--- src/rtl/scr1_dmi_ext_pkg.sv ---
// Shared encodings for the extended DMI: DTMCS field positions, dmistat/op codes,
// TAP chain IDs and the request FSM state type.
package scr1_dmi_ext_pkg;

   localparam int unsigned SCR1_DBG_DMI_CH_ID_WIDTH = 2;
   localparam logic [SCR1_DBG_DMI_CH_ID_WIDTH-1:0] SCR1_DBG_DMI_CH_ID_DTMCS = 2'd1;
   localparam logic [SCR1_DBG_DMI_CH_ID_WIDTH-1:0] SCR1_DBG_DMI_CH_ID_DMI   = 2'd2;

   localparam int unsigned SCR1_DTMCS_W                = 32;
   localparam int unsigned SCR1_DTMCS_VERSION_LSB      = 0;
   localparam int unsigned SCR1_DTMCS_VERSION_W        = 4;
   localparam int unsigned SCR1_DTMCS_ABITS_LSB        = 4;
   localparam int unsigned SCR1_DTMCS_ABITS_W          = 6;
   localparam int unsigned SCR1_DTMCS_DMISTAT_LSB      = 10;
   localparam int unsigned SCR1_DTMCS_DMISTAT_W        = 2;
   localparam int unsigned SCR1_DTMCS_IDLE_LSB         = 12;
   localparam int unsigned SCR1_DTMCS_IDLE_W           = 3;
   localparam int unsigned SCR1_DTMCS_DMIRESET_BIT     = 16;
   localparam int unsigned SCR1_DTMCS_DMIHARDRESET_BIT = 17;

   localparam logic [1:0] SCR1_DMI_OP_SUCCESS = 2'd0;
   localparam logic [1:0] SCR1_DMI_OP_FAILED  = 2'd2;
   localparam logic [1:0] SCR1_DMI_OP_BUSY    = 2'd3;
   localparam logic [1:0] SCR1_DMI_OP_NOP     = 2'd0;
   localparam logic [1:0] SCR1_DMI_OP_READ    = 2'd1;
   localparam logic [1:0] SCR1_DMI_OP_WRITE   = 2'd2;

   typedef enum logic {
      SCR1_DMI_FSM_IDLE = 1'b0,
      SCR1_DMI_FSM_BUSY = 1'b1
   } scr1_dmi_fsm_e;

   function automatic int unsigned scr1_max(input int unsigned a, input int unsigned b);
      return (a > b) ? a : b;
   endfunction

endpackage

--- src/rtl/scr1_dmi_dr_shreg.sv ---
// TAP data register with a run-time active length: parallel capture, LSB-first
// shift with tdi entering at bit (len-1).
module scr1_dmi_dr_shreg #(
   parameter int unsigned MAX_W = 41,
   parameter int unsigned LEN_W = $clog2(MAX_W + 1)
) (
   input  logic             clk,
   input  logic             rst,
   input  logic             i_capture,
   input  logic             i_shift,
   input  logic             i_tdi,
   input  logic [LEN_W-1:0] i_len,
   input  logic [MAX_W-1:0] i_cap_data,
   output logic [MAX_W-1:0] o_dr,
   output logic             o_tdo
);

   logic [MAX_W-1:0] r_dr;
   logic [MAX_W-1:0] w_mask;
   logic [MAX_W-1:0] w_shifted;

   // Bits at and above the active length are dropped so a short chain never
   // sees stale content from a longer one.
   always_comb begin
      w_mask    = (MAX_W'(1) << (i_len - LEN_W'(1))) - MAX_W'(1);
      w_shifted = ((r_dr >> 1) & w_mask) | (MAX_W'(i_tdi) << (i_len - LEN_W'(1)));
   end

   always_ff @(posedge clk) begin
      if (rst)            r_dr <= '0;
      else if (i_capture) r_dr <= i_cap_data;
      else if (i_shift)   r_dr <= w_shifted;
   end

   assign o_dr  = r_dr;
   assign o_tdo = r_dr[0];

endmodule

--- src/rtl/scr1_dmi_ext.sv ---
// Debug Module Interface: bridges the TAP DTMCS/DMI chains to a multi-cycle DM
// request/response handshake with timeout and sticky dmistat reporting.
module scr1_dmi_ext
   import scr1_dmi_ext_pkg::*;
#(
   parameter int unsigned ABITS     = 7,
   parameter int unsigned DATA_W    = 32,
   parameter int unsigned IDLE_HINT = 1,
   parameter int unsigned TIMEOUT   = 255
) (
   input  logic                                clk,
   input  logic                                rst,
   input  logic                                dtm_ch_sel,
   input  logic [SCR1_DBG_DMI_CH_ID_WIDTH-1:0] dtm_ch_id,
   input  logic                                dtm_ch_capture,
   input  logic                                dtm_ch_shift,
   input  logic                                dtm_ch_update,
   input  logic                                dtm_ch_tdi,
   output logic                                dtm_ch_tdo,
   input  logic                                dmi_resp,
   input  logic                                dmi_resp_err,
   input  logic [DATA_W-1:0]                   dmi_rdata,
   output logic                                dmi_req,
   output logic                                dmi_wr,
   output logic [ABITS-1:0]                    dmi_addr,
   output logic [DATA_W-1:0]                   dmi_wdata
);

   localparam int unsigned DMI_W = ABITS + DATA_W + 2;
   localparam int unsigned DR_W  = scr1_max(DMI_W, SCR1_DTMCS_W);
   localparam int unsigned LEN_W = $clog2(DR_W + 1);
   localparam int unsigned CNT_W = (TIMEOUT > 0) ? $clog2(TIMEOUT + 1) : 1;

   scr1_dmi_fsm_e     r_state, w_state_nxt;
   logic [1:0]        r_sticky, w_sticky_nxt;
   logic [CNT_W-1:0]  r_cnt, w_cnt_nxt;
   logic [ABITS-1:0]  r_addr;
   logic [DATA_W-1:0] r_wdata, r_rdata;
   logic              r_wr;

   logic                    w_sel_dtmcs, w_sel_dmi, w_busy;
   logic                    w_dtmcs_upd, w_dmi_upd, w_dmireset, w_hardreset;
   logic                    w_resp, w_timeout, w_issue, w_set_busy, w_set_fail;
   logic [1:0]              w_upd_op, w_cap_op;
   logic [DR_W-1:0]         w_dr, w_cap_data;
   logic [SCR1_DTMCS_W-1:0] w_dtmcs_cap;
   logic [LEN_W-1:0]        w_len;

   assign w_sel_dtmcs = dtm_ch_sel && (dtm_ch_id == SCR1_DBG_DMI_CH_ID_DTMCS);
   assign w_sel_dmi   = dtm_ch_sel && (dtm_ch_id == SCR1_DBG_DMI_CH_ID_DMI);
   assign w_busy      = (r_state == SCR1_DMI_FSM_BUSY);
   assign w_len       = w_sel_dmi ? LEN_W'(DMI_W) : LEN_W'(SCR1_DTMCS_W);

   assign w_dtmcs_upd = w_sel_dtmcs && dtm_ch_update;
   assign w_dmi_upd   = w_sel_dmi && dtm_ch_update;
   assign w_dmireset  = w_dtmcs_upd && w_dr[SCR1_DTMCS_DMIRESET_BIT];
   assign w_hardreset = w_dtmcs_upd && w_dr[SCR1_DTMCS_DMIHARDRESET_BIT];
   assign w_upd_op    = w_dr[1:0];

   // Hardreset overrides any completion or timeout arriving in the same cycle.
   assign w_cnt_nxt  = (r_cnt == CNT_W'(TIMEOUT)) ? r_cnt : r_cnt + CNT_W'(1);
   assign w_resp     = w_busy && dmi_resp && !w_hardreset;
   assign w_timeout  = w_busy && (TIMEOUT != 0) && !dmi_resp && !w_hardreset
                       && (w_cnt_nxt == CNT_W'(TIMEOUT));
   assign w_issue    = w_dmi_upd && !w_busy && (r_sticky == SCR1_DMI_OP_SUCCESS)
                       && ((w_upd_op == SCR1_DMI_OP_READ) || (w_upd_op == SCR1_DMI_OP_WRITE));
   assign w_set_busy = w_busy && ((w_sel_dmi && dtm_ch_capture) || w_dmi_upd);
   assign w_set_fail = (w_resp && dmi_resp_err) || w_timeout;

   always_comb begin
      w_cap_op    = w_busy ? SCR1_DMI_OP_BUSY : r_sticky;
      w_dtmcs_cap = '0;
      w_dtmcs_cap[SCR1_DTMCS_VERSION_LSB +: SCR1_DTMCS_VERSION_W] = SCR1_DTMCS_VERSION_W'(1);
      w_dtmcs_cap[SCR1_DTMCS_ABITS_LSB   +: SCR1_DTMCS_ABITS_W]   = SCR1_DTMCS_ABITS_W'(ABITS);
      w_dtmcs_cap[SCR1_DTMCS_DMISTAT_LSB +: SCR1_DTMCS_DMISTAT_W] = r_sticky;
      w_dtmcs_cap[SCR1_DTMCS_IDLE_LSB    +: SCR1_DTMCS_IDLE_W]    = SCR1_DTMCS_IDLE_W'(IDLE_HINT);
      w_cap_data  = w_sel_dmi ? DR_W'({r_addr, r_rdata, w_cap_op}) : DR_W'(w_dtmcs_cap);
   end

   scr1_dmi_dr_shreg #(.MAX_W(DR_W), .LEN_W(LEN_W)) u_dr (
      .clk        (clk),
      .rst        (rst),
      .i_capture  (dtm_ch_capture && (w_sel_dtmcs || w_sel_dmi)),
      .i_shift    (dtm_ch_shift && (w_sel_dtmcs || w_sel_dmi)),
      .i_tdi      (dtm_ch_tdi),
      .i_len      (w_len),
      .i_cap_data (w_cap_data),
      .o_dr       (w_dr),
      .o_tdo      (dtm_ch_tdo)
   );

   always_ff @(posedge clk) begin
      if (rst) r_state <= SCR1_DMI_FSM_IDLE;
      else     r_state <= w_state_nxt;
   end

   always_comb begin
      w_state_nxt = r_state;
      case (r_state)
         SCR1_DMI_FSM_IDLE: if (w_issue) w_state_nxt = SCR1_DMI_FSM_BUSY;
         SCR1_DMI_FSM_BUSY: if (w_hardreset || dmi_resp || w_timeout) w_state_nxt = SCR1_DMI_FSM_IDLE;
         default:           w_state_nxt = SCR1_DMI_FSM_IDLE;
      endcase
   end

   always_comb begin
      dmi_req = (r_state == SCR1_DMI_FSM_BUSY);
   end

   // Sticky status: cleared by (hard)reset of dmistat, otherwise frozen once set.
   always_comb begin
      w_sticky_nxt = r_sticky;
      if (w_dmireset || w_hardreset) w_sticky_nxt = SCR1_DMI_OP_SUCCESS;
      if ((r_sticky == SCR1_DMI_OP_SUCCESS) || w_dmireset || w_hardreset) begin
         if (w_set_fail)      w_sticky_nxt = SCR1_DMI_OP_FAILED;
         else if (w_set_busy) w_sticky_nxt = SCR1_DMI_OP_BUSY;
      end
   end

   always_ff @(posedge clk) begin
      if (rst) begin
         r_sticky <= SCR1_DMI_OP_SUCCESS;
         r_cnt    <= '0;
         r_addr   <= '0;
         r_wdata  <= '0;
         r_wr     <= 1'b0;
         r_rdata  <= '0;
      end else begin
         r_sticky <= w_sticky_nxt;
         if (w_issue)     r_cnt <= '0;
         else if (w_busy) r_cnt <= w_cnt_nxt;
         if (w_issue) begin
            r_addr  <= w_dr[DMI_W-1 -: ABITS];
            r_wdata <= w_dr[DATA_W+1:2];
            r_wr    <= (w_upd_op == SCR1_DMI_OP_WRITE);
         end
         if (w_resp && !dmi_resp_err && !r_wr) r_rdata <= dmi_rdata;
      end
   end

   assign dmi_wr    = r_wr;
   assign dmi_addr  = r_addr;
   assign dmi_wdata = r_wdata;

endmodule
--- config.mk ---
export PLATFORM = sky130hd
export DESIGN_NAME = scr1_dmi_ext
export DESIGN_NICKNAME = d
export VERILOG_FILES = /design/src/rtl/scr1_dmi_ext_pkg.sv /design/src/rtl/scr1_dmi_dr_shreg.sv /design/src/rtl/scr1_dmi_ext.sv
export SDC_FILE = /design/constraint.sdc
export NUM_CORES = 1
export LEC_CHECK = 0
export ABC_AREA = 1
export ABC_CLOCK_PERIOD_IN_PS = 3300
export BUFFER_PORTS_ARGS = -buffer_cell sky130_fd_sc_hd__buf_4
export CAP_MARGIN = 25
export CORE_MARGIN = 8
export CORE_UTILIZATION = 25
export DETAILED_ROUTE_END_ITERATION = 8
export PLACE_DENSITY = 0.53
export SLEW_MARGIN = 10
export SYNTH_ARGS = -nofsm -noshare
export SYNTH_HDL_FRONTEND = slang
export SYNTH_SLANG_ARGS = --single-unit
--- constraint.sdc ---
create_clock -name clk -period 3.3 [get_ports clk]
set_input_delay 0.495 -clock clk [delete_from_list [all_inputs] [get_ports clk]]
set_output_delay 0.495 -clock clk [all_outputs]
set_load 0.005 [all_outputs]
# After elaboration in Yosys (flattened, before gate mapping)
# Cells that the tools add are included.
# word_totals
regBits	124
inputBits	43
# classes
muxes	13
n_eq_ne	6
addsub	3
shift	2
n_bitwise	3
n_reduce_logical	38
# ops
op	count
$mux 41	3
$and 40x41->41	1
$or 41x41->41	1
$shl 1x6->41	1
$shl 1x6->41 const A	1
$sub 41x2->41 const B	1
$logic_and 1x1->1	21
$eq 8x8->1 const B	2
$mux 2	5
$logic_or 1x1->1	9
$add 8x1->8 const B	1
$mux 8	1
$sub 6x1->6 const B	1
$logic_not 1->1	5
$eq 2x1->1 const B	2
$eq 2x2->1 const B	2
$mux 4	1
$logic_not 2->1	1
$mux 1	2
$pmux 1 s2	1
$reduce_bool 2->1	1
$reduce_or 2->1	1
$not 1->1	1

# Logic depth before layout (Yosys ltp)
# depth
depth_word	10
mapped_depth	13
depth_no_buf	13

# Cells and area by module
# From an unflattened synthesis, not the netlist that was laid out.
# unflattened
hier_cells	1293
area_unflattened_um2	8074.0
# modules_own_cells
module	cells_each	area_per_inst_um2	n_inst
scr1_dmi_dr_shreg	806	4569.4	1
scr1_dmi_ext	487	3504.6	1

# Worst setup path after synthesis
# OpenSTA, ideal clock, no wires.
# synth_timing
path_kind	register -> register
start	register u_dr.r_dr[0] (netlist: u_dr.o_dr[0])
end	register r_addr[4] (netlist: dmi_addr[4])
path_stages_with_launch	9
n_path_buf	2
required_ps	3184
setup_time_ps	116
arrival_time_ps	1418
setup_slack_ps	1766
path_cell_list	dfxtp_1 > inv_1 > ha_1 > nor3_1 > nand2_1 > buf_2 > clkbuf_2 > o21ai_0 > nor2_1
# synth_via
elab_chain_len	3
word_cells_on_any_way	4
cone_classes	2 x eq/ne; 2 x reduce/logical
# synth_lines
item	line	rtl
start: declaration	scr1_dmi_dr_shreg.sv:18	logic [MAX_W-1:0] r_dr;
start signal: assignment	scr1_dmi_dr_shreg.sv:31	else if (i_capture) r_dr <= i_cap_data;
start signal: assignment	scr1_dmi_dr_shreg.sv:32	else if (i_shift) r_dr <= w_shifted;
$eq 2x1->1 / $eq 2x2->1 (equally long branches)	scr1_dmi_ext.sv:66	&& ((w_upd_op == SCR1_DMI_OP_READ) || (w_upd_op == SCR1_DMI_OP_WRITE));
$logic_or 1x1->1 (*)	scr1_dmi_ext.sv:66	
$logic_and 1x1->1 (*)	scr1_dmi_ext.sv:66	
end signal: assignment	scr1_dmi_ext.sv:133	r_addr <= w_dr[DMI_W-1 -: ABITS];
end: declaration	scr1_dmi_ext.sv:37	logic [ABITS-1:0] r_addr;
# Mark *: on every way between the ends. The rest lies on a longest branch, timed or not.
# A chain may end at the register's enable or synchronous reset.

# Worst setup path in the final report
# layout_timing
start	register u_dr.r_dr[0] (netlist: u_dr.o_dr[0])
end	register r_wdata[14] (netlist: dmi_wdata[14])
# layout_via
elab_chain_len	3
word_cells_on_any_way	4
cone_classes	2 x eq/ne; 2 x reduce/logical
# layout_lines
item	line	rtl
$eq 2x1->1 / $eq 2x2->1 (equally long branches)	scr1_dmi_ext.sv:66	
$logic_or 1x1->1 (*)	scr1_dmi_ext.sv:66	
$logic_and 1x1->1 (*)	scr1_dmi_ext.sv:66	
end signal: assignment	scr1_dmi_ext.sv:134	r_wdata <= w_dr[DATA_W+1:2];
end: declaration	scr1_dmi_ext.sv:38	logic [DATA_W-1:0] r_wdata, r_rdata;
# Marks and branches as above.

==> metrics.log <==
INFO  metric outcome = finished clean
INFO  metric num_io_pins = 85
INFO  metric layout.cells.most_common = sky130_fd_sc_hd__dfxtp_1
INFO  metric hold_class = primary input to flip-flop
INFO  metric vias = 4,581
INFO  metric crit_path_cell_trace = inv_1 -> ha_1 -> nor3_1 -> nand2_1 -> inv_2 -> buf_4 -> o21ai_0 -> a21oi_1
INFO  metric wire_per_inst = 13.8 µm
INFO  metric finalWeightedCongestion = about 0.82
INFO  metric post-route-util = between 30 and 40%
INFO  metric tritoncts_num_sinks = around 120
INFO  metric max_cap_viol_count = 0
INFO  metric cts-hold-fix-buffers = 0
INFO  metric clock_insertion_delay_worst_skew = approximately 420 ps
INFO  metric unrepaired_setup_endpoints_after_global_routing = no
INFO  metric reg2reg_depth = 8
INFO  metric global_route.usage.total = a little under an eighth
INFO  metric vdd_ir_drop_max = roughly 0.29 mV
INFO  metric hpwl = 10,000 µm
INFO  metric chipWidth = between 150 and 200 µm
INFO  metric min-delay-start = dmi_rdata[19]
INFO  metric insertedDiodeCount = 0
INFO  metric ys_seq_elements = 124
INFO  metric yosysUniqueCellTypes = 31
INFO  metric drt_pre_antenna_iters = 4
INFO  metric layout_common_cells = sky130_fd_sc_hd__dfxtp_1, sky130_fd_sc_hd__o21ai_0, sky130_fd_sc_hd__a21oi_1
INFO  metric quantity_of_gates_resized_following_cts = 0
INFO  metric route.antenna.remaining_nets = 0
INFO  metric critical_path.slowest_cell = sky130_fd_sc_hd__dfxtp_1
INFO  metric congestion_overflow_gr = 0
INFO  metric antenna_violations_before_repair = 0
INFO  metric setup-tns-final = 0 ps
INFO  metric timing.reg2reg.setup_slack = around 1200 ps
INFO  metric power.density = approximately 570 nW/µm²
INFO  metric netlist_area = 5090 µm²
INFO  metric cts_post_setup_buffers_inserted = 0
INFO  metric max-slew-margin-rel = between 40% and 50%
INFO  metric areaGrowthSynthToFinish = 29.1%
INFO  metric whs_path_depth = 3
INFO  metric critical_path_class = flip-flop to flip-flop
INFO  metric h_tree_lvl_count = 4
INFO  metric floorplan.die_area = between 20,000 and 30,000 µm²
INFO  metric synth.net_count = around 740
INFO  metric cts-buffers-inserted = 17
INFO  metric post_route_cells_drive_above_1_share = 19.7%
INFO  metric post_synthesis_area_per_instance = about 7.4 µm²
INFO  metric holdWs = 354 ps
INFO  metric count_of_routing_violations_after_the_opening_detailed_route_iteration = between 200 and 300
INFO  metric grt_start_max_net_pins = between 60 and 70
INFO  metric vias_in_the_first_global_route = between 4,000 and 5,000
INFO  metric drt_wl_total = roughly 14,000 µm
INFO  metric final.min_clock_period = 2070 ps
INFO  metric num_rows = between 50 and 60
INFO  metric clk_pin_slew_worst_paths = around 60 ps
INFO  metric arrival_time_of_data_at_the_critical_path_endpoint = between 2000 and 2500 ps
INFO  metric floorplan.core_area = 20,100 µm²
INFO  metric clock-skew-final = 9.70 ps
INFO  metric io_buffers = 84
INFO  metric timing.final.crit_share = 62.7%
INFO  metric post_synth_inst_count = between 600 and 700
INFO  metric ys.warnings.count = 0
INFO  metric timing.critical_path.from_type = flip-flop
INFO  metric vias_per_cell = 4.39
INFO  metric final_net_count = 805
INFO  metric worst_pin_slew = about 820 ps
INFO  metric initial_standard_cell_utilization_of_the_core = about a quarter
INFO  metric critical_path.max_fanout = 25
INFO  metric worst_setup_ep_type = flip-flop
INFO  metric cts_max_path_buffers = 2
INFO  metric yosysSeqAreaShare = 48.8%
INFO  metric remaining_drc_errors = 0
INFO  metric finalHoldViolCount = 0
INFO  metric timing.final.max_slew_violations = 0
INFO  metric regToRegStartpoint = u_dr.o_dr[0]
INFO  metric power.static_leakage = between 2 and 3 nW
INFO  metric dieHeight = 159 µm
INFO  metric r2r_end = dmi_wdata[14]
INFO  metric timing.critical_path.slowest_cell_delay = 370 ps
INFO  metric hold-path-endpoint = r_rdata[19]
INFO  metric clock_tree_from_tritoncts = built
INFO  metric setup-violations-final = 0
INFO  metric max_fclk = 483 MHz
INFO  metric global_route_wire_length_before_repair = between 20,000 and 25,000 µm
INFO  metric ctsRootBufferMaster = sky130_fd_sc_hd__clkbuf_16
INFO  metric critical_path_required_time = about 3700 ps
## state kept, by name (all words and copies together) (netlist names)
signal,count
dmi_req,1
r_cnt,8
r_sticky,2
r_rdata,32
dmi_addr,7
dmi_wdata,32
u_dr.o_dr,41
dmi_wr,1
## worst max-delay path, delay by kind of cell, from the launching register on
kind            cells  cell delay [ps]
flops               1              370
fa+ha+maj           1              310
simple gates        2              280
buf+inv             3              770
compound gates      2              260
## metrics by stage
step	power (mW)	cells	area (µm²)	setup WS [ps]
2_1_floorplan	1.73	691	5090	1770
3_3_place_gp	1.83	1011	5950	1150
3_5_place_dp	1.83	1011	5950	1070
4_1_cts	3.82	1043	6570	1170
5_1_grt	3.93	1043	6570	956
6_report	3.76	1043	6570	1230
## per-layer routing
metal	track usage, %	wire length [µm]	vias up
li1	-	-	2417
met5	0	0	-
met3	3.69	637	12
met2	17.9	6630	85
met4	4.71	216	0
met1	15.7	6940	2067
## worst max path at each step
stage          depth (start not counted)         start            end  slack, ps
2_1_floorplan                          8  u_dr.o_dr[0]    dmi_addr[4]       1770
3_3_place_gp                           9  dtm_ch_id[0]  u_dr.o_dr[10]       1150
3_5_place_dp                          10    dtm_ch_sel    r_rdata[21]       1070
4_1_cts                                8  u_dr.o_dr[0]  dmi_wdata[14]       1170
5_1_grt                                8       dmi_req  dmi_wdata[15]        960
6_report                               8  u_dr.o_dr[0]  dmi_wdata[14]       1230
## area by class of cell
| class | count | area, µm² |
|---|---|---|
| well taps | 270 | 338 |
| inverters | 62 | 233 |
| clock inverters | 14 | 181 |
| clock buffers | 18 | 439 |
| flip-flops and latches | 124 | 2480 |
| multi-input cells | 464 | 2200 |
| fillers | 2149 | 13500 |
| repair buffers | 91 | 696 |
## logic make-up after synthesis
| logic type | share of synthesized area (%) |
|---|---|
| adder cells (fa/ha/maj) | 0.492 |
| AND/OR/NAND/NOR | 18.4 |
| AO/OA/AOI/OAI | 24.0 |
| buffers and inverters | 8.16 |
| XOR/XNOR | 0.172 |
| flip-flops | 48.8 |
## synthesized netlist by cell type
master / instances / area share (%)
sky130_fd_sc_hd__nand2_4: 1 / 0.22
sky130_fd_sc_hd__buf_2: 19 / 1.9
sky130_fd_sc_hd__a21oi_1: 102 / 10
sky130_fd_sc_hd__o22ai_2: 1 / 0.25
sky130_fd_sc_hd__a21oi_2: 1 / 0.17
sky130_fd_sc_hd__o21ai_0: 112 / 11
sky130_fd_sc_hd__ha_1: 2 / 0.49
sky130_fd_sc_hd__xor2_1: 1 / 0.17
sky130_fd_sc_hd__nor2_1: 96 / 7.1
sky130_fd_sc_hd__nor3_1: 2 / 0.20
sky130_fd_sc_hd__o211ai_1: 1 / 0.15
sky130_fd_sc_hd__o31ai_1: 1 / 0.15
sky130_fd_sc_hd__buf_1: 1 / 0.074
sky130_fd_sc_hd__a221oi_1: 3 / 0.52
sky130_fd_sc_hd__nand2_2: 4 / 0.49
sky130_fd_sc_hd__nand2_1: 100 / 7.4
sky130_fd_sc_hd__clkbuf_1: 19 / 1.4
sky130_fd_sc_hd__dfxtp_1: 124 / 49
sky130_fd_sc_hd__a211oi_2: 1 / 0.25
sky130_fd_sc_hd__nor2_4: 2 / 0.44
sky130_fd_sc_hd__buf_4: 1 / 0.15
sky130_fd_sc_hd__clkinv_1: 1 / 0.074
sky130_fd_sc_hd__nand3_2: 3 / 0.59
sky130_fd_sc_hd__nor2_2: 8 / 0.98
sky130_fd_sc_hd__inv_1: 54 / 4.0
sky130_fd_sc_hd__o22ai_1: 6 / 0.74
sky130_fd_sc_hd__o21ai_1: 4 / 0.39
sky130_fd_sc_hd__nand3_1: 10 / 0.98
sky130_fd_sc_hd__clkbuf_2: 1 / 0.098
sky130_fd_sc_hd__inv_2: 7 / 0.52
sky130_fd_sc_hd__a31oi_1: 3 / 0.37
## power by group
part | switching, mW | total (mW) | internal [mW]
Clock | 0.739 | 1.96 | 1.22
Sequential | 0.0287 | 1.57 | 1.54
Combinational | 0.133 | 0.230 | 0.0972
Total | 0.901 | 3.76 | 2.86
(Power assumes the default switching activity.)
